[src/rtl/bcd_pkg.sv]
// Shared BCD digit type, limits and load sanitiser for the BCD counter family.
package bcd_pkg;
  localparam int BCD_W = 4;

  typedef logic [BCD_W-1:0] bcd_digit_t;

  localparam bcd_digit_t BCD_MAX = 4'd9;
  localparam bcd_digit_t BCD_MIN = 4'd0;

  // Any nibble above 9 is clamped to 9 so a digit never holds a non-BCD code.
  function automatic bcd_digit_t bcd_sanitise(input bcd_digit_t nib);
    return (nib > BCD_MAX) ? BCD_MAX : nib;
  endfunction
endpackage

[src/rtl/bcd_digit.sv]
// One mod-10 BCD digit with load, up/down step and boundary flags.
// Boundary flags feed the carry/borrow AND chain built in the top level.
module bcd_digit
  import bcd_pkg::*;
#(
  parameter bcd_digit_t RESET_DIGIT = BCD_MIN
) (
  input  logic       clk,
  input  logic       reset,
  input  logic       en,
  input  logic       up,
  input  logic       load,
  input  bcd_digit_t din,
  output bcd_digit_t q,
  output logic       at_max,
  output logic       at_min
);
  bcd_digit_t r_q;

  // Digit register: load has priority over stepping; 9 wraps to 0 going up and 0 to 9 going down.
  always_ff @(posedge clk or posedge reset) begin
    if (reset)      r_q <= RESET_DIGIT;
    else if (load)  r_q <= din;
    else if (en) begin
      if (up) r_q <= (r_q == BCD_MAX) ? BCD_MIN : r_q + 4'd1;
      else    r_q <= (r_q == BCD_MIN) ? BCD_MAX : r_q - 4'd1;
    end
  end

  assign q      = r_q;
  assign at_max = (r_q == BCD_MAX);
  assign at_min = (r_q == BCD_MIN);
endmodule

[src/rtl/bcd_updown_counter.sv]
// Multi-digit BCD up/down counter with sanitising parallel load, optional
// saturation and a registered wrap pulse. Carry/borrow is a same-cycle AND
// chain of per-digit boundary flags, so all digits step on one edge.
// Optional: define BCD_UPDOWN_COUNTER_OVF_STICKY_EN to add the ovf_sticky output.
module bcd_updown_counter
  import bcd_pkg::*;
#(
  parameter int NUM_DIGITS  = 4,
  parameter int RESET_VALUE = 0
) (
  input  logic                    clk,
  input  logic                    reset,
  input  logic                    counter_on,
  input  logic                    count_up,
  input  logic                    load,
  input  logic [4*NUM_DIGITS-1:0] data_in,
  input  logic                    sat_en,
  output logic [4*NUM_DIGITS-1:0] count,
  output logic                    tc,
`ifdef BCD_UPDOWN_COUNTER_OVF_STICKY_EN
  output logic                    ovf_sticky,
`endif
  output logic                    wrap
);
  localparam logic [31:0] RV = 32'(RESET_VALUE);

  logic [NUM_DIGITS-1:0] w_at_max;
  logic [NUM_DIGITS-1:0] w_at_min;
  logic [NUM_DIGITS-1:0] w_en;
  logic [NUM_DIGITS:0]   w_up_chain;
  logic [NUM_DIGITS:0]   w_dn_chain;
  logic                  w_boundary;
  logic                  w_step;
  logic                  w_wrap_evt;
  logic                  r_wrap;

  // Chain position k is high when every digit below k sits at its boundary.
  assign w_up_chain[0] = 1'b1;
  assign w_dn_chain[0] = 1'b1;

  // At the terminal value for the current direction, saturation blocks the step entirely.
  assign w_boundary = count_up ? w_up_chain[NUM_DIGITS] : w_dn_chain[NUM_DIGITS];
  assign w_step     = counter_on & ~load & ~(sat_en & w_boundary);
  assign w_wrap_evt = w_step & w_boundary;

  for (genvar k = 0; k < NUM_DIGITS; k++) begin : g_dig
    assign w_up_chain[k+1] = w_up_chain[k] & w_at_max[k];
    assign w_dn_chain[k+1] = w_dn_chain[k] & w_at_min[k];
    assign w_en[k]         = w_step & (count_up ? w_up_chain[k] : w_dn_chain[k]);

    bcd_digit #(.RESET_DIGIT(RV[4*k +: 4])) u_digit (
      .clk   (clk),
      .reset (reset),
      .en    (w_en[k]),
      .up    (count_up),
      .load  (load),
      .din   (bcd_sanitise(data_in[4*k +: 4])),
      .q     (count[4*k +: 4]),
      .at_max(w_at_max[k]),
      .at_min(w_at_min[k])
    );
  end

  // Wrap pulse: high only in the cycle after a wrap-around step; load and hold clear it.
  always_ff @(posedge clk or posedge reset) begin
    if (reset) r_wrap <= 1'b0;
    else       r_wrap <= w_wrap_evt;
  end

  assign wrap = r_wrap;
  assign tc   = w_boundary;

`ifdef BCD_UPDOWN_COUNTER_OVF_STICKY_EN
  logic w_sat_hit;
  logic r_ovf_sticky;

  assign w_sat_hit = counter_on & ~load & sat_en & w_boundary;

  // Sticky overflow: set by wrap or saturation hit, cleared only by load or reset.
  always_ff @(posedge clk or posedge reset) begin
    if (reset)                        r_ovf_sticky <= 1'b0;
    else if (load)                    r_ovf_sticky <= 1'b0;
    else if (w_wrap_evt || w_sat_hit) r_ovf_sticky <= 1'b1;
  end

  assign ovf_sticky = r_ovf_sticky;
`endif
endmodule
[config.mk]
export PLATFORM = sky130hd
export DESIGN_NAME = bcd_updown_counter
export DESIGN_NICKNAME = d
export VERILOG_FILES = /design/src/rtl/bcd_pkg.sv /design/src/rtl/bcd_digit.sv /design/src/rtl/bcd_updown_counter.sv
export SDC_FILE = /design/constraint.sdc
export NUM_CORES = 1
export LEC_CHECK = 0
export CAP_MARGIN = 20
export CORE_ASPECT_RATIO = 0.75
export CORE_MARGIN = 2
export CORE_UTILIZATION = 50
export CTS_CLUSTER_DIAMETER = 60
export DETAILED_ROUTE_END_ITERATION = 12
export PLACE_DENSITY = 0.85
export SKIP_LAST_GASP = 1
export SLEW_MARGIN = 20
export SYNTH_ARGS = -nofsm -noshare
export SYNTH_HDL_FRONTEND = slang
export SYNTH_SLANG_ARGS = --single-unit
[constraint.sdc]
create_clock -name clk -period 3.08 [get_ports clk]
set_clock_uncertainty 0.05 [all_clocks]
set_input_delay 0.462 -clock clk [delete_from_list [all_inputs] [get_ports clk]]
set_output_delay 0.462 -clock clk [all_outputs]
set_load 0.1 [all_outputs]
==> results of run 1 <==
-- per-layer routing --
metal	vias to the layer above	wire length, um
met5	-	0
met4	0	54
met3	6	262
met2	55	1670
met1	743	1970
li1	866	-
-- state kept, by name (all words and copies together), names as in the netlist --
register,count
g_dig.u_digit.q,16
wrap,1
-- layout by cell type (no fill, tap or decap), drive strengths merged, types with 2 or more instances in the layout --
cell / count
nand2: 14
a41oi: 2
or3: 4
o22ai: 4
xor2: 2
clkbuf: 4
nand3b: 6
xnor2: 6
a31o: 2
mux2i: 6
dfrtp: 17
o211ai: 3
a21oi: 8
inv: 15
nand2b: 2
or2: 4
nand3: 10
and3: 3
clkdlybuf4s50: 21
a22oi: 4
nand4: 4
o21ai: 25
a31oi: 3
a211oi: 3
nor3: 8
nor2: 18
mux2: 4
buf: 22
a22o: 3
and2: 2
-- stage by stage --
step	cells	total power [uW]
finish	288	1130
detailed placement	284	955
global placement	284	947
floorplan	222	826
CTS	288	1130
global route	288	1200
-- critical path: cells and delay by family --
| family | cells | cell delay, ns |
|---|---|---|
| buffers and inverters | 3 | 0.98 |
| and+or+nand+nor | 4 | 0.86 |
-- path summary, 6_finish.rpt --
check,startpoint,slack [ns],cells after the start,to
max,count_up,0.25,7,tc
min,reset,0.56,2,g_dig[2].u_digit.q[3]
max reg2reg,g_dig[0].u_digit.q[1],0.51,6,g_dig[3].u_digit.q[0]
min reg2reg,g_dig[3].u_digit.q[1],0.66,2,g_dig[3].u_digit.q[1]
max in group asynchronous,reset,1.98,2,g_dig[1].u_digit.q[0]
min in group clk,g_dig[3].u_digit.q[1],0.66,2,g_dig[3].u_digit.q[1]
-- cell type report --
type,count,area [um^2]
Sequential cell,17,425
Fill cell,317,1180
Tap cell,40,50.0
Multi-Input combinational cell,169,1080
Clock buffer,4,45.0
Inverter,15,56.3
Timing Repair Buffer,43,388
-- kinds of logic (layout without fill, tap and decap cells) --
| kind of cell | count (synthesis) | count (layout) | share of synthesized area [%] |
|---|---|---|---|
| muxes | 10 | 10 | 6.38 |
| AOI/OAI and AO/OA | 69 | 69 | 28.2 |
| xor gates and xnor gates | 8 | 8 | 4.25 |
| buffers and inverters | 36 | 62 | 8.66 |
| and+or+nand+nor | 82 | 82 | 26.7 |
| DFF | 17 | 17 | 25.8 |
-- power groups by stage --
stage                     Combinational [uW]  Sequential, uW  Clock [uW]
after floorplan                          280             546           0
after global placement                   596             351           0
after detailed placement                 604             351           0
after CTS                                605             347         173
after global routing                     649             362         185
final                                    604             349         173
==> results.cfg, run 1 <==
[yosys]
synthFlopType = dfrtp_1
yosys_warnings = 0
syn_area_per_cell_um2 = 7.42
seq_area_frac_synth_pct = 25.8
synth_cell_type_count = 54
synth_edf_count = 0
synth_fp_nets = 244
netlist_area_mm2 = 0.00165
synth_most_common_cell = o21ai_0
synth_area_leaders = dfrtp_1 26%, o21ai_0 7.3%, clkbuf_1 4.1%, nor2_1 4.1%, mux2i_1 3.6%
async_reset_ff_share_pct = 100
synthCells = 222
synth_seq_cells = 17
synth_top_area_cell = dfrtp_1
synth_top_area_share_pct = 25.8
ys_top_cells_by_count = 24 x o21ai_0, 18 x clkbuf_1, 18 x nor2_1, 17 x dfrtp_1, 15 x inv_1

[global_route]
grt_max_degree = 37
antenna_found_initial = 0
gr-usage-met1_pct = 31.6
grt.busiest_layer = met2
grt_overflow = 0
grt_util_met2_pct = 35.5
grt.total_usage_pct = 22.8
grt_pass1_vias = 1465
gr-usage-met3_pct = 5.24
grt_pass1_wl_um = 6820

[clock_tree]
cts_resized = 0
postCtsSetupBuffers = 0
cts_root_buffer = clkbuf_8
cts_tree = done
clkLatencyLatePin_ns = 0.26
cts_hold_buf = 0
clk_pin_slew_ns = 0.07
cts-buffers-inserted = 3
htree_levels = 1
clk_path_buf_depth = 2
cts_sinks = 17

[place]
dp_hpwl_um = 2770
port_buffers = 39
routabilityCongestion = 0.884
place_area_mm2 = 0.00200
dp_slack_ns = 0.244

[floorplan]
core_area_mm2 = 0.00322
rows = 18
dieHeight_um = 53.7
ios = 40
start_util_pct = 51.2
die_x_um = 70.3
die_area_mm2 = 0.00378

[critical_path]
critPathArrivalTime_ns = 2.32
worstSetupPathType = in -> out
crit_fanout = 35
crit_required_ns = 2.57
cp_slowest_cell = clkdlybuf4s50_1
cp-end-kind = output pin
cp_cell_sequence = clkdlybuf4s50_1 > buf_4 > and3_1 > nand4_1 > nor3_1 > or2_2 > buf_12
slowest_delay_ns = 0.48
cp-start-kind = input port

[drt]
wl_per_cell_um = 13.7
drc = 0
ant_nets = 0
via_count = 1670
routed_wl_um = 3960
drtPass1Iterations = 4
via_per_inst = 5.80
drtIter0Drc = 125

[final_layout]
fin_nets = 271
stdcell_area_mm2 = 0.00204
area_growth_syn_to_layout_pct = 24.1
post-route-util_pct = 63.5
drive_gt1_share_pct = 16.1
n_antenna_cell = 0

[worst_hold_path]
hold_path_class = in -> async

[timing]
period_share_pct = 91.9
fmaxAchievable_ghz = 0.353
tightest_slew_ns = 0.686
setup-violations-final = 0
grt_setup_unrepaired = false
slew_violations = 0
holdWs_ns = 0.558
worst_slew_margin_rel_pct = 54.2
fin_ws_ns = 0.250
timing.setup.tns_ns = 0
min_period_ns = 2.83
hold_viol = 0

[run_status]
status = finished, final reports clean

[power]
seqPwrFrac_pct = 31.0
clock_power_share_pct = 15.4
power_leakage_uw = 0.000844
p_comb_share_pct = 53.6
internal_power_uw = 543
swShare_pct = 51.8
power.switching_uw = 583
peakVddDrop_mv = 0.355
power_density_mw_per_mm2 = 551

[flow_run]
drv_cap = 0
No activity file was read; power rests on OpenSTA's default activity.
==> run 2: changes to the inputs <==
- CORE_UTILIZATION: 50 -> 63
- DONT_BUFFER_PORTS: default -> 1
- PLACE_DENSITY: 0.85 -> 0.83
- SKIP_CTS_REPAIR_TIMING: default -> 1
==> run 2 against run 1 <==
  * Cell count fell by 10%
  * Via count fell by 0.84%
  * Global-route usage rose by 4.2 points
  * First-iteration DRC count rose by 65%
  * Flip-flop and latch count did not move
  * Clock power fell by 26%
  * Fmax fell by 2.6%
  * Worst hold slack got worse by 0.47 ns
  * Combinational power barely moved
  * Wire length rose by 0.63%
  * Register-to-register slack improved by 0.09 ns
==> results.cfg, run 2 (synthesis gave the netlist of run 1 again) <==
[global_route]
antenna_found_initial = 0
grt_pass1_wl_um = 6430
grt_pass1_vias = 1444
grt.total_usage_pct = 27.0
grt_max_degree = 38
grt_overflow = 0

[flow_run]
drv_cap = 0

[drt]
wl_met1_um = 1740
drc = 0
routed_wl_um = 3980
drtIter0Drc = 206
via_count = 1656
drtPass1Iterations = 4
wl_per_cell_um = 15.4
ant_nets = 0
wl_met3_um = 401
top_layer_used = met4
via_per_inst = 6.42
met2_length_um = 1820

[power]
power.switching_uw = 565
swShare_pct = 54.3
internal_power_uw = 476
clock_power_share_pct = 12.3
peakVddDrop_mv = 0.318
p_comb_share_pct = 57.7
power_leakage_uw = 0.000726
power_density_mw_per_mm2 = 591
power_uw = 1040
seqPwrFrac_pct = 30.0

[final_layout]
seqCellArea_um2 = 425
fin_nets = 245
multi_input_area_mm2 = 0.00108
area_growth_syn_to_layout_pct = 6.83
drive_gt1_share_pct = 15.8
layout_commonest_cell = o21ai_0
n_antenna_cell = 0
largest_reg_flops = 16
fillerInstances = 227
final_cell_mix = 24 x o21ai_0, 18 x nor2_1, 17 x dfrtp_1, 17 x buf_4, 15 x inv_1

[critical_path]
crit_fanout = 4
worstSetupPathType = reg -> out
cp-start-kind = flop
slowest_delay_ns = 0.55
cp-end-kind = output pin
r2r-start = g_dig[0].u_digit.q[0]
crit_required_ns = 2.57
critPathArrivalTime_ns = 2.39
worst-r2r-setup-slack_ns = 0.60
cp_slowest_cell = or4_4
critical_path.startpoint = g_dig[0].u_digit.q[0]
cp_cell_sequence = or4_4 > or3_4 > nor3_1 > or2_2

[timing]
slew_violations = 0
tightest_slew_ns = 0.864
period_share_pct = 94.4
setup-violations-final = 0
min_period_ns = 2.91
hold_viol = 0
fmaxAchievable_ghz = 0.344
timing.setup.tns_ns = 0
grt_setup_unrepaired = false
worst_slew_margin_rel_pct = 42.4

[floorplan]
die_x_um = 63.1
die_area_mm2 = 0.00304
start_util_pct = 64.8
ios = 40
rows = 16
core_area_mm2 = 0.00254
dieHeight_um = 48.3

[clock_tree]
clk_pin_slew_ns = 0.11
cts_sinks = 17
cts_root_buffer = clkbuf_4
cts-buffers-inserted = 3
clk_path_buf_depth = 2
htree_levels = 1
clkLatencyLatePin_ns = 0.30
cts_tree = done

[place]
routabilityCongestion = 0.785
dp_hpwl_um = 2890
port_buffers = 0

[run_status]
status = finished, final reports clean

[worst_hold_path]
hold_path_class = in -> async
[run 2: cell type report]
class	count	area share [%]
clock buffers	4	1.49
inverters	15	3.20
multi-input cells	169	61.3
flip-flops and latches	17	24.2
well taps	36	2.56
repair buffers	17	7.25
[run 2: worst max-delay path, delay by kind of cell (launching register included)]
family        cells  cell delay (ns)
flops             1             0.40
simple gates      4             1.69
[run 2: routing by layer]
metal / track usage, % / vias to the layer above
li1: - / 813
met1: 36.0 / 754
met3: 8.31 / 2
met2: 44.7 / 87
met4: 5.33 / 0
met5: 0 / -
[run 2: path summary, 6_finish.rpt]
kind,end,cells past startpoint
setup reg to reg,wrap,5
min in group clk,wrap,1
max in group asynchronous,g_dig[1].u_digit.q[0],1
hold / removal,g_dig[3].u_digit.q[3],1
hold reg to reg,g_dig[3].u_digit.q[1],2
setup / recovery,tc,4
[run 2: power groups by stage]
stage | logic, uW | registers [uW] | clock network, uW
finish | 601 | 312 | 128
global route | 648 | 317 | 139
detailed placement | 598 | 314 | 0
global placement | 587 | 309 | 0
CTS | 599 | 309 | 128
floorplan | 280 | 546 | 0
[run 2: stage by stage]
step | worst slack [ns] | util, % | hold WS, ns | instance area [um^2] | instances
2_1_floorplan | 0.00450 | - | 0.338 | 1650 | 222
5_1_grt | 0.0938 | 69.2 | 0.142 | 1760 | 258
3_3_place_gp | 0.585 | 68.2 | 0.420 | 1730 | 254
3_5_place_dp | 0.532 | 68.2 | 0.446 | 1730 | 254
6_report | 0.173 | 69.2 | 0.0844 | 1760 | 258
4_1_cts | 0.190 | 69.2 | 0.108 | 1760 | 258
==> run 3: changes to the inputs <==
- CELL_PAD_IN_SITES_DETAIL_PLACEMENT: default -> 2
- CELL_PAD_IN_SITES_GLOBAL_PLACEMENT: default -> 2
- CORE_UTILIZATION: 63 -> 35
==> run 3 against run 2 <==
  * Sequential share of layout area shrank 0.60 points
  * Wire length grew 41%
  * Non-clock buffer count is the same
  * Worst setup slack gained 0.061 ns
  * Register-to-register slack lost 0.15 ns
  * Combinational power grew 7.8%
==> results.cfg, run 3 (synthesis gave the netlist of run 1 again) <==
[run_status]
status = finished, final reports clean

[floorplan]
core_area_mm2 = 0.00449
ios = 40
rows = 21
die_x_um = 83.2
dieHeight_um = 63.4
die_area_mm2 = 0.00528
start_util_pct = 36.7

[final_layout]
layout_commonest_cell = o21ai_0
n_antenna_cell = 0
drive_gt1_share_pct = 15.8
fillerInstances = 549
fin_nets = 245
area_growth_syn_to_layout_pct = 9.57
largest_reg_flops = 16
final_cell_mix = 24 x o21ai_0, 18 x nor2_1, 17 x dfrtp_1, 17 x buf_4, 15 x inv_1

[critical_path]
critPathArrivalTime_ns = 2.33
worstSetupPathType = reg -> out
crit_buf_inv = 0
slowest_delay_ns = 0.55
cp_cell_sequence = or4_4 > or3_4 > nor3_1 > or2_2
crit_fanout = 4
critical_path.startpoint = g_dig[0].u_digit.q[0]
worst-r2r-setup-slack_ns = 0.45
cp-end-kind = output pin
crit_required_ns = 2.57
r2r-start = g_dig[0].u_digit.q[0]
cp_slowest_cell = or4_4
critPathTopFamily = simple AND/OR/NAND/NOR gates
cp-start-kind = flop

[place]
routabilityCongestion = 0.792
port_buffers = 0
dp_slack_ns = 0.529
dp_hpwl_um = 4150

[clock_tree]
cts_tree = done
clk_pin_slew_ns = 0.07
clk_path_buf_depth = 2
cts_root_buffer = clkbuf_8
cts_sinks = 17
htree_levels = 1
clkLatencyLatePin_ns = 0.26
cts-buffers-inserted = 3

[power]
clock_power_share_pct = 15.9
internal_power_uw = 518
power_leakage_uw = 0.000733
swShare_pct = 53.7
power_density_mw_per_mm2 = 620
seqPwrFrac_pct = 26.2
peakVddDrop_mv = 0.241
p_comb_share_pct = 57.8
power.switching_uw = 601

[drt]
drc = 0
routed_wl_um = 5630
wl_per_cell_um = 20.2
wl_met1_um = 2700
met2_length_um = 2620
via_count = 1700
ant_nets = 0
wl_met3_um = 256
via_per_inst = 6.09
drtPass1Iterations = 4
top_layer_used = met4
drtIter0Drc = 59

[global_route]
grt.total_usage_pct = 22.3
grt_pass1_wl_um = 9470
antenna_found_initial = 0
grt_pass1_vias = 1837
grt_max_degree = 38
grt_overflow = 0

[timing]
hold_viol = 0
setup-violations-final = 0
fmaxAchievable_ghz = 0.351
slew_violations = 0
fin_ws_ns = 0.234
timing.setup.tns_ns = 0
worst_slew_margin_rel_pct = 42.6
tightest_slew_ns = 0.862
min_period_ns = 2.85
grt_setup_unrepaired = false
period_share_pct = 92.4

[flow_run]
drv_cap = 0

[worst_hold_path]
hold_path_class = in -> async
run 3: changes by cell type in the layout (fill, tap and decap cells not counted):
cell,change
clkbuf_4,-3
clkbuf_8,+3
run 3: layout make-up:
type / instances / area (um^2) / share of cell area, %
multi-input combinational: 169 / 1080 / 59.8
sequential: 17 / 425 / 23.6
timing repair buffer: 17 / 128 / 7.07
tap: 57 / 71.3 / 3.95
inverter: 15 / 56.3 / 3.12
clock buffer: 4 / 45.0 / 2.49
run 3: power groups by stage:
| stage | sequential [uW] | combinational [uW] | clock, uW |
|---|---|---|---|
| floorplan | 546 | 280 | 0 |
| global placement | 294 | 625 | 0 |
| detailed placement | 298 | 645 | 0 |
| CTS | 294 | 649 | 180 |
| global route | 300 | 689 | 192 |
| finish | 294 | 648 | 178 |
run 3: metrics by stage:
step / total power (uW) / util [%] / cell area (um^2) / std cells / hold slack (ns)
2_1_floorplan: 826 / - / 1650 / 222 / 0.338
3_3_place_gp: 919 / 39.2 / 1760 / 275 / 0.447
3_5_place_dp: 943 / 39.2 / 1760 / 275 / 0.473
4_1_cts: 1120 / 40.2 / 1810 / 279 / 0.196
5_1_grt: 1180 / 40.2 / 1810 / 279 / 0.205
6_report: 1120 / 40.2 / 1810 / 279 / 0.165
run 3: worst paths after layout:
path / end / cells past startpoint
worst max-delay path: tc / 4
worst min-delay path: g_dig[1].u_digit.q[1] / 1
worst max register to register: g_dig[2].u_digit.q[2] / 7
worst min register to register: g_dig[3].u_digit.q[1] / 2
max in group asynchronous: wrap / 1
min in group clk: wrap / 1
run 3: metal layers:
layer	vias to the layer above	track usage (%)
met2	40	36.4
met3	4	5.11
met5	-	0
met4	0	3.89
met1	854	30.5
li1	802	-
